**config.mk**
```make
export PLATFORM = sky130hd
export DESIGN_NAME = tdc_meas_ctrl
export DESIGN_NICKNAME = d
export VERILOG_FILES = /design/src/rtl/tdc_meas_ctrl_pkg.sv /design/src/rtl/tdc_meas_ctrl_enc.sv /design/src/rtl/tdc_meas_ctrl.sv
export SDC_FILE = /design/constraint.sdc
export NUM_CORES = 1
export LEC_CHECK = 0
export CAP_MARGIN = 0
export CORE_MARGIN = 4
export CORE_UTILIZATION = 45
export CTS_CLUSTER_SIZE = 20
export DETAILED_ROUTE_END_ITERATION = 8
export DONT_BUFFER_PORTS = 1
export PLACE_DENSITY = 0.7
export SLEW_MARGIN = 25
export SYNTH_ARGS = -nofsm -noshare
export SYNTH_HDL_FRONTEND = slang
export SYNTH_SLANG_ARGS = --single-unit
```
**constraint.sdc**
```tcl
create_clock -name clk -period 5.4 [get_ports clk]
set_input_delay 1.08 -clock clk [delete_from_list [all_inputs] [get_ports clk]]
set_output_delay 1.08 -clock clk [all_outputs]
set_load 0.01 [all_outputs]
```
**src/rtl/tdc_meas_ctrl_pkg.sv**
```systemverilog
// Shared types and width helpers for the multi-sample TDC measurement controller.
package tdc_pkg;

    typedef enum logic [1:0] {ST_IDLE, ST_ACQ, ST_DONE} tdc_meas_st_t;
    typedef enum logic {ENC_POP, ENC_THERM} tdc_enc_t;

    // Encoded sample width: must hold the value N itself
    function automatic int unsigned hw_width(input int unsigned n);
        return $clog2(n) + 1;
    endfunction

    function automatic int unsigned al_width(input int unsigned max_al);
        return $clog2(max_al + 1);
    endfunction

endpackage

```
**src/rtl/tdc_meas_ctrl_enc.sv**
```systemverilog
// Combinational delay-line word encoder: popcount or bubble-tolerant thermometer.
module tdc_word_enc
    import tdc_pkg::*;
#(
    parameter int unsigned N    = 64,
    parameter int unsigned HW_W = hw_width(N)
) (
    input  logic [N-1:0]    capt_in,
    input  tdc_enc_t        mode,
    output logic [HW_W-1:0] enc_c
);

    logic [HW_W-1:0] pop;
    logic [HW_W-1:0] therm;
    logic            run;

    // run stays high only while the ones are unbroken from bit 0, so bubbles are ignored
    always_comb begin
        pop   = '0;
        therm = '0;
        run   = 1'b1;
        for (int unsigned i = 0; i < N; i++) begin
            pop   = pop + HW_W'(capt_in[i]);
            run   = run & capt_in[i];
            therm = therm + HW_W'(run);
        end
        enc_c = (mode == ENC_THERM) ? therm : pop;
    end

endmodule

```
**src/rtl/tdc_meas_ctrl.sv**
```systemverilog
// Multi-sample TDC measurement controller: accumulates 2^avg_log2 encoded samples per
// request and returns sum/mean/min/max over a valid/ready interface.
module tdc_meas_ctrl
    import tdc_pkg::*;
#(
    parameter  int unsigned N            = 64,
    parameter  int unsigned MAX_AVG_LOG2 = 8,
    localparam int unsigned HW_W         = hw_width(N),
    localparam int unsigned SUM_W        = HW_W + MAX_AVG_LOG2,
    localparam int unsigned AL_W         = al_width(MAX_AVG_LOG2)
) (
    input  logic              clk,
    input  logic              rst_n,
    input  logic              en,
    input  logic              start,
    input  logic              abort,
    input  logic              mode,
    input  logic [AL_W-1:0]   avg_log2,
    input  logic [N-1:0]      capt_in,
    input  logic              capt_vld,
    output logic              busy,
    output logic              res_valid,
    input  logic              res_ready,
    output logic [SUM_W-1:0]  res_sum,
    output logic [HW_W-1:0]   res_mean,
    output logic [HW_W-1:0]   res_min,
    output logic [HW_W-1:0]   res_max
);

    localparam int unsigned CNT_W = MAX_AVG_LOG2;

    tdc_meas_st_t     state_q, state_nxt;
    logic [CNT_W-1:0] cnt_q, cnt_nxt;
    logic [AL_W-1:0]  al_q, al_nxt;
    tdc_enc_t         mode_q, mode_nxt;
    logic [SUM_W-1:0] sum_q, sum_nxt;
    logic [HW_W-1:0]  mean_q, mean_nxt;
    logic [HW_W-1:0]  min_q, min_nxt;
    logic [HW_W-1:0]  max_q, max_nxt;
    logic             busy_q, valid_q;
    logic [HW_W-1:0]  enc_c;
    logic [AL_W-1:0]  al_clamp_c;
    logic             last_c;

    tdc_word_enc #(.N(N), .HW_W(HW_W)) u_enc (
        .capt_in (capt_in),
        .mode    (mode_q),
        .enc_c   (enc_c)
    );

    assign al_clamp_c = (avg_log2 > AL_W'(MAX_AVG_LOG2)) ? AL_W'(MAX_AVG_LOG2) : avg_log2;
    assign last_c     = (cnt_q == CNT_W'((32'd1 << al_q) - 32'd1));

    // Next-state and datapath; en low freezes everything, abort outranks sample and handshake
    always_comb begin
        state_nxt = state_q;
        cnt_nxt   = cnt_q;
        al_nxt    = al_q;
        mode_nxt  = mode_q;
        sum_nxt   = sum_q;
        mean_nxt  = mean_q;
        min_nxt   = min_q;
        max_nxt   = max_q;
        if (en) begin
            unique case (state_q)
                ST_IDLE: begin
                    if (start) begin
                        state_nxt = ST_ACQ;
                        cnt_nxt   = '0;
                        al_nxt    = al_clamp_c;
                        mode_nxt  = tdc_enc_t'(mode);
                        sum_nxt   = '0;
                        min_nxt   = HW_W'(N);
                        max_nxt   = '0;
                    end
                end
                ST_ACQ: begin
                    if (abort) begin
                        state_nxt = ST_IDLE;
                    end else if (capt_vld) begin
                        sum_nxt = sum_q + SUM_W'(enc_c);
                        min_nxt = (enc_c < min_q) ? enc_c : min_q;
                        max_nxt = (enc_c > max_q) ? enc_c : max_q;
                        cnt_nxt = cnt_q + CNT_W'(1);
                        if (last_c) begin
                            state_nxt = ST_DONE;
                            mean_nxt  = HW_W'(sum_nxt >> al_q);
                        end
                    end
                end
                ST_DONE: begin
                    if (abort || res_ready) begin
                        state_nxt = ST_IDLE;
                    end
                end
                default: state_nxt = ST_IDLE;
            endcase
        end
    end

    always_ff @(posedge clk or negedge rst_n) begin
        if (!rst_n) begin
            state_q <= ST_IDLE;
            cnt_q   <= '0;
            al_q    <= '0;
            mode_q  <= ENC_POP;
            sum_q   <= '0;
            mean_q  <= '0;
            min_q   <= HW_W'(N);
            max_q   <= '0;
            busy_q  <= 1'b0;
            valid_q <= 1'b0;
        end else begin
            state_q <= state_nxt;
            cnt_q   <= cnt_nxt;
            al_q    <= al_nxt;
            mode_q  <= mode_nxt;
            sum_q   <= sum_nxt;
            mean_q  <= mean_nxt;
            min_q   <= min_nxt;
            max_q   <= max_nxt;
            busy_q  <= (state_nxt != ST_IDLE);
            valid_q <= (state_nxt == ST_DONE);
        end
    end

    assign busy      = busy_q;
    assign res_valid = valid_q;
    assign res_sum   = sum_q;
    assign res_mean  = mean_q;
    assign res_min   = min_q;
    assign res_max   = max_q;

endmodule

```
==> summary.txt <==
Routing
  – Drt initial violations: 574
  – Drc violations: 0
  – Total Wirelength: 23500 um
  – DR WL/cell: 18.7 um
  – DR vias/cell: 5.67
  – Vias: 7124
  – Post-DRT Antenna Nets: 0
  – DRT Pass-1 Iters: 5

Global routing
  – Gr ovfl total: 0
  – Global-route wire length before repair: 37500 um
  – Total GRT Usage: 23.2%
  – Largest net degree at the start of global routing: 54
  – Vias in the first global route: 7173
  – Initial antenna violation count: 0

Synthesis
  – Yosys warning count: 0
  – Netlist cell types: 70
  – Syn Area/Cell: 8.94 um^2
  – Post-synth EDFFs: 0
  – Post-synth top flop: dfrtp_1
  – Cell taking the most area after synthesis: fa_1
  – Post-Synthesis Cells: 897
  – Synth cell count leaders: inv_1 (167), fa_1 (109), nand2_1 (76)
  – Seq/Total Area, Yosys: 16.5%
  – Post-synth top area share: 27.2%
  – Syn_nets: 1138
  – Largest cells by area after synthesis: fa_1 (27%), dfrtp_1 (16%), ha_1 (8.7%), inv_1 (7.8%), nand2_1 (3.6%)
  – Most common cell in the netlist: inv_1
  – Synthesized area: 8020 um^2
  – Ys async rst share: 100%
  – #FFs+latches synth: 53

Die
  – Die W: 142 um
  – Die ar.: 20000 um^2
  – Initial Util: 46.2%
  – Rows: 48
  – # IOs: 114
  – Die Height: 142 um
  – CORE AREA: 17400 um^2

Critical path
  – Crit path max fanout: 6
  – Kind of critical path: in2reg
  – Max incr delay on CP: 520 ps
  – Required time of the worst setup path: 5580 ps
  – Slowest cell on crit path: fa_1
  – Crit path launch type: input pin
  – Most used cell, CP: fa_1
  – Worst R2R Start: al_q[3]$_DFFE_PN0P_
  – Worst path arrival time: 10200 ps
  – Launch point of the worst path: capt_in[0]
  – Critical path endpoint category: flop

Timing
  – Fmax achieved: 0.0998 GHz
  – Unrepaired setup endpoints after global routing: true
  – Final period util: 186%
  – Setup ws final: -4620 ps
  – Worst slew margin: 31.9%
  – Fin. Hold Viols: 0
  – Final Max Tran Viols: 0
  – Post-Route Skew: 11.0 ps
  – # setup viols final: 36
  – Tmin final: 10020 ps
  – Actual slew at the worst max-slew pin: 1020 ps
  – Post-Route Setup TNS: -138210 ps

Clock tree
  – Worst-skew pair later-pin latency: 300 ps
  – CTS root buffer: clkbuf_16
  – Reg clk slew, reported paths: 80 ps
  – Inserted Clock Buffers: 5
  – CTS Hold Bufs: 0
  – TritonCTS clock tree: built
  – H-tree levels: 2
  – Sink Count: 53
  – Buffer depth of the longest clock path: 2

Cells and area
  – Share of cells above drive strength 1: 26.6%
  – Filler Cells Inserted: 1454
  – Final Non-Filler Cells: 1257
  – Area delta synth->final: 27.1%
  – Ant diodes: 0
  – Nets@finish: 1272

Placed design
  – Pre-CTS setup slack: -5140 ps
  – HPWL Detailed: 18600 um
  – Placed cell count: 1216
  – Port bufs: 0
  – Gpl congestion: 1.00

Job
  – Max-Cap Viols: 0

Worst hold path
  – Worst hold path class: in2async

Status
  – Failing checks: setup timing
  – Status: finished, violations left
-- final cells by class --
cell class,instances,area (um^2),area share (%)
well taps,225,282,2.76
flip-flops and latches,53,1330,13.0
multi-input cells,650,6550,64.2
inverters,167,627,6.15
clock buffers,6,139,1.36
clock inverters,2,16.3,0.160
repair buffers,154,1260,12.3
-- timing repair --
item / in CTS / in global routing
pin swaps: 38 / 31
resized for setup: 62 / 63
setup buffers: 14 / 21
endpoints found under the setup margin: 36 / 36
-- worst paths after layout --
kind                                                 to  slack (ps)  depth (start not counted)
worst min register to register     cnt_q[7]$_DFFE_PN0P_         570                          2
min in group clk                   cnt_q[7]$_DFFE_PN0P_         570                          2
max in group asynchronous        res_min[6]$_DFFE_PN1P_        4740                          0
worst min-delay path            res_mean[2]$_DFFE_PN0P_         460                          0
worst max-delay path            res_mean[0]$_DFFE_PN0P_       -4620                         37
worst max register to register  res_mean[5]$_DFFE_PN0P_        1500                          9
-- through the flow --
| step | utilization [%] | hold WS [ps] | instance area [um^2] |
|---|---|---|---|
| 2_1_floorplan | - | 523 | 8180 |
| 3_3_place_gp | 53.3 | 545 | 9250 |
| 3_5_place_dp | 53.3 | 560 | 9250 |
| 4_1_cts | 56.2 | 461 | 9760 |
| 5_1_grt | 58.8 | 458 | 10200 |
| 6_report | 58.8 | 465 | 10200 |
-- logic make-up after synthesis --
logic type | Yosys count | synth area share [%]
multiplexers | 24 | 3.09
buffers and inverters | 194 | 9.15
flip-flops | 53 | 16.5
AO/OA/AOI/OAI | 162 | 13.7
XOR/XNOR | 30 | 3.28
AND/OR/NAND/NOR | 269 | 18.3
adder cells (fa/ha/maj) | 165 | 35.9
-- routing by layer --
layer | vias to the layer above | global-route usage, % | wire [um]
li1 | 3248 | - | -
met1 | 3504 | 32.5 | 9930
met2 | 320 | 36.7 | 10800
met3 | 52 | 5.49 | 2150
met4 | 0 | 5.56 | 646
met5 | - | 0 | 0
-- cells in the final DEF (no fill, tap or decap), types with 17 or more instances in the layout --
| master | netlist | routed |
|---|---|---|
| and3_1 | 22 | 22 |
| dfrtp_1 | 52 | 52 |
| nor2_1 | 52 | 46 |
| o21ai_0 | 42 | 18 |
| nand2_1 | 76 | 76 |
| nand3_1 | 20 | 19 |
| mux2i_1 | 18 | 17 |
| buf_6 | 0 | 24 |
| ha_1 | 56 | 45 |
| a21oi_1 | 27 | 17 |
| fa_1 | 109 | 106 |
| buf_4 | 1 | 129 |
| o21ai_1 | 0 | 17 |
| inv_1 | 167 | 160 |
-- state kept, by name, summed over array words and instances, names as in the netlist --
signal and cells:
al_q 4, res_max 7, mode_q 1, cnt_q 8
res_valid 1, state_q 2, busy 1, res_min 7
res_sum 15, res_mean 7
-- critical path, delay by kind of cell --
family	cells	cell delay [ps]
adder cells (fa/ha/maj)	11	4410
multiplexers	1	280
XOR/XNOR	1	360
AO/OA/AOI/OAI	8	1360
AND/OR/NAND/NOR	12	2240
buffers and inverters	4	470
Power is not shown: default switching activity piles up to over one toggle a cycle in this logic, so the estimate is an artifact.
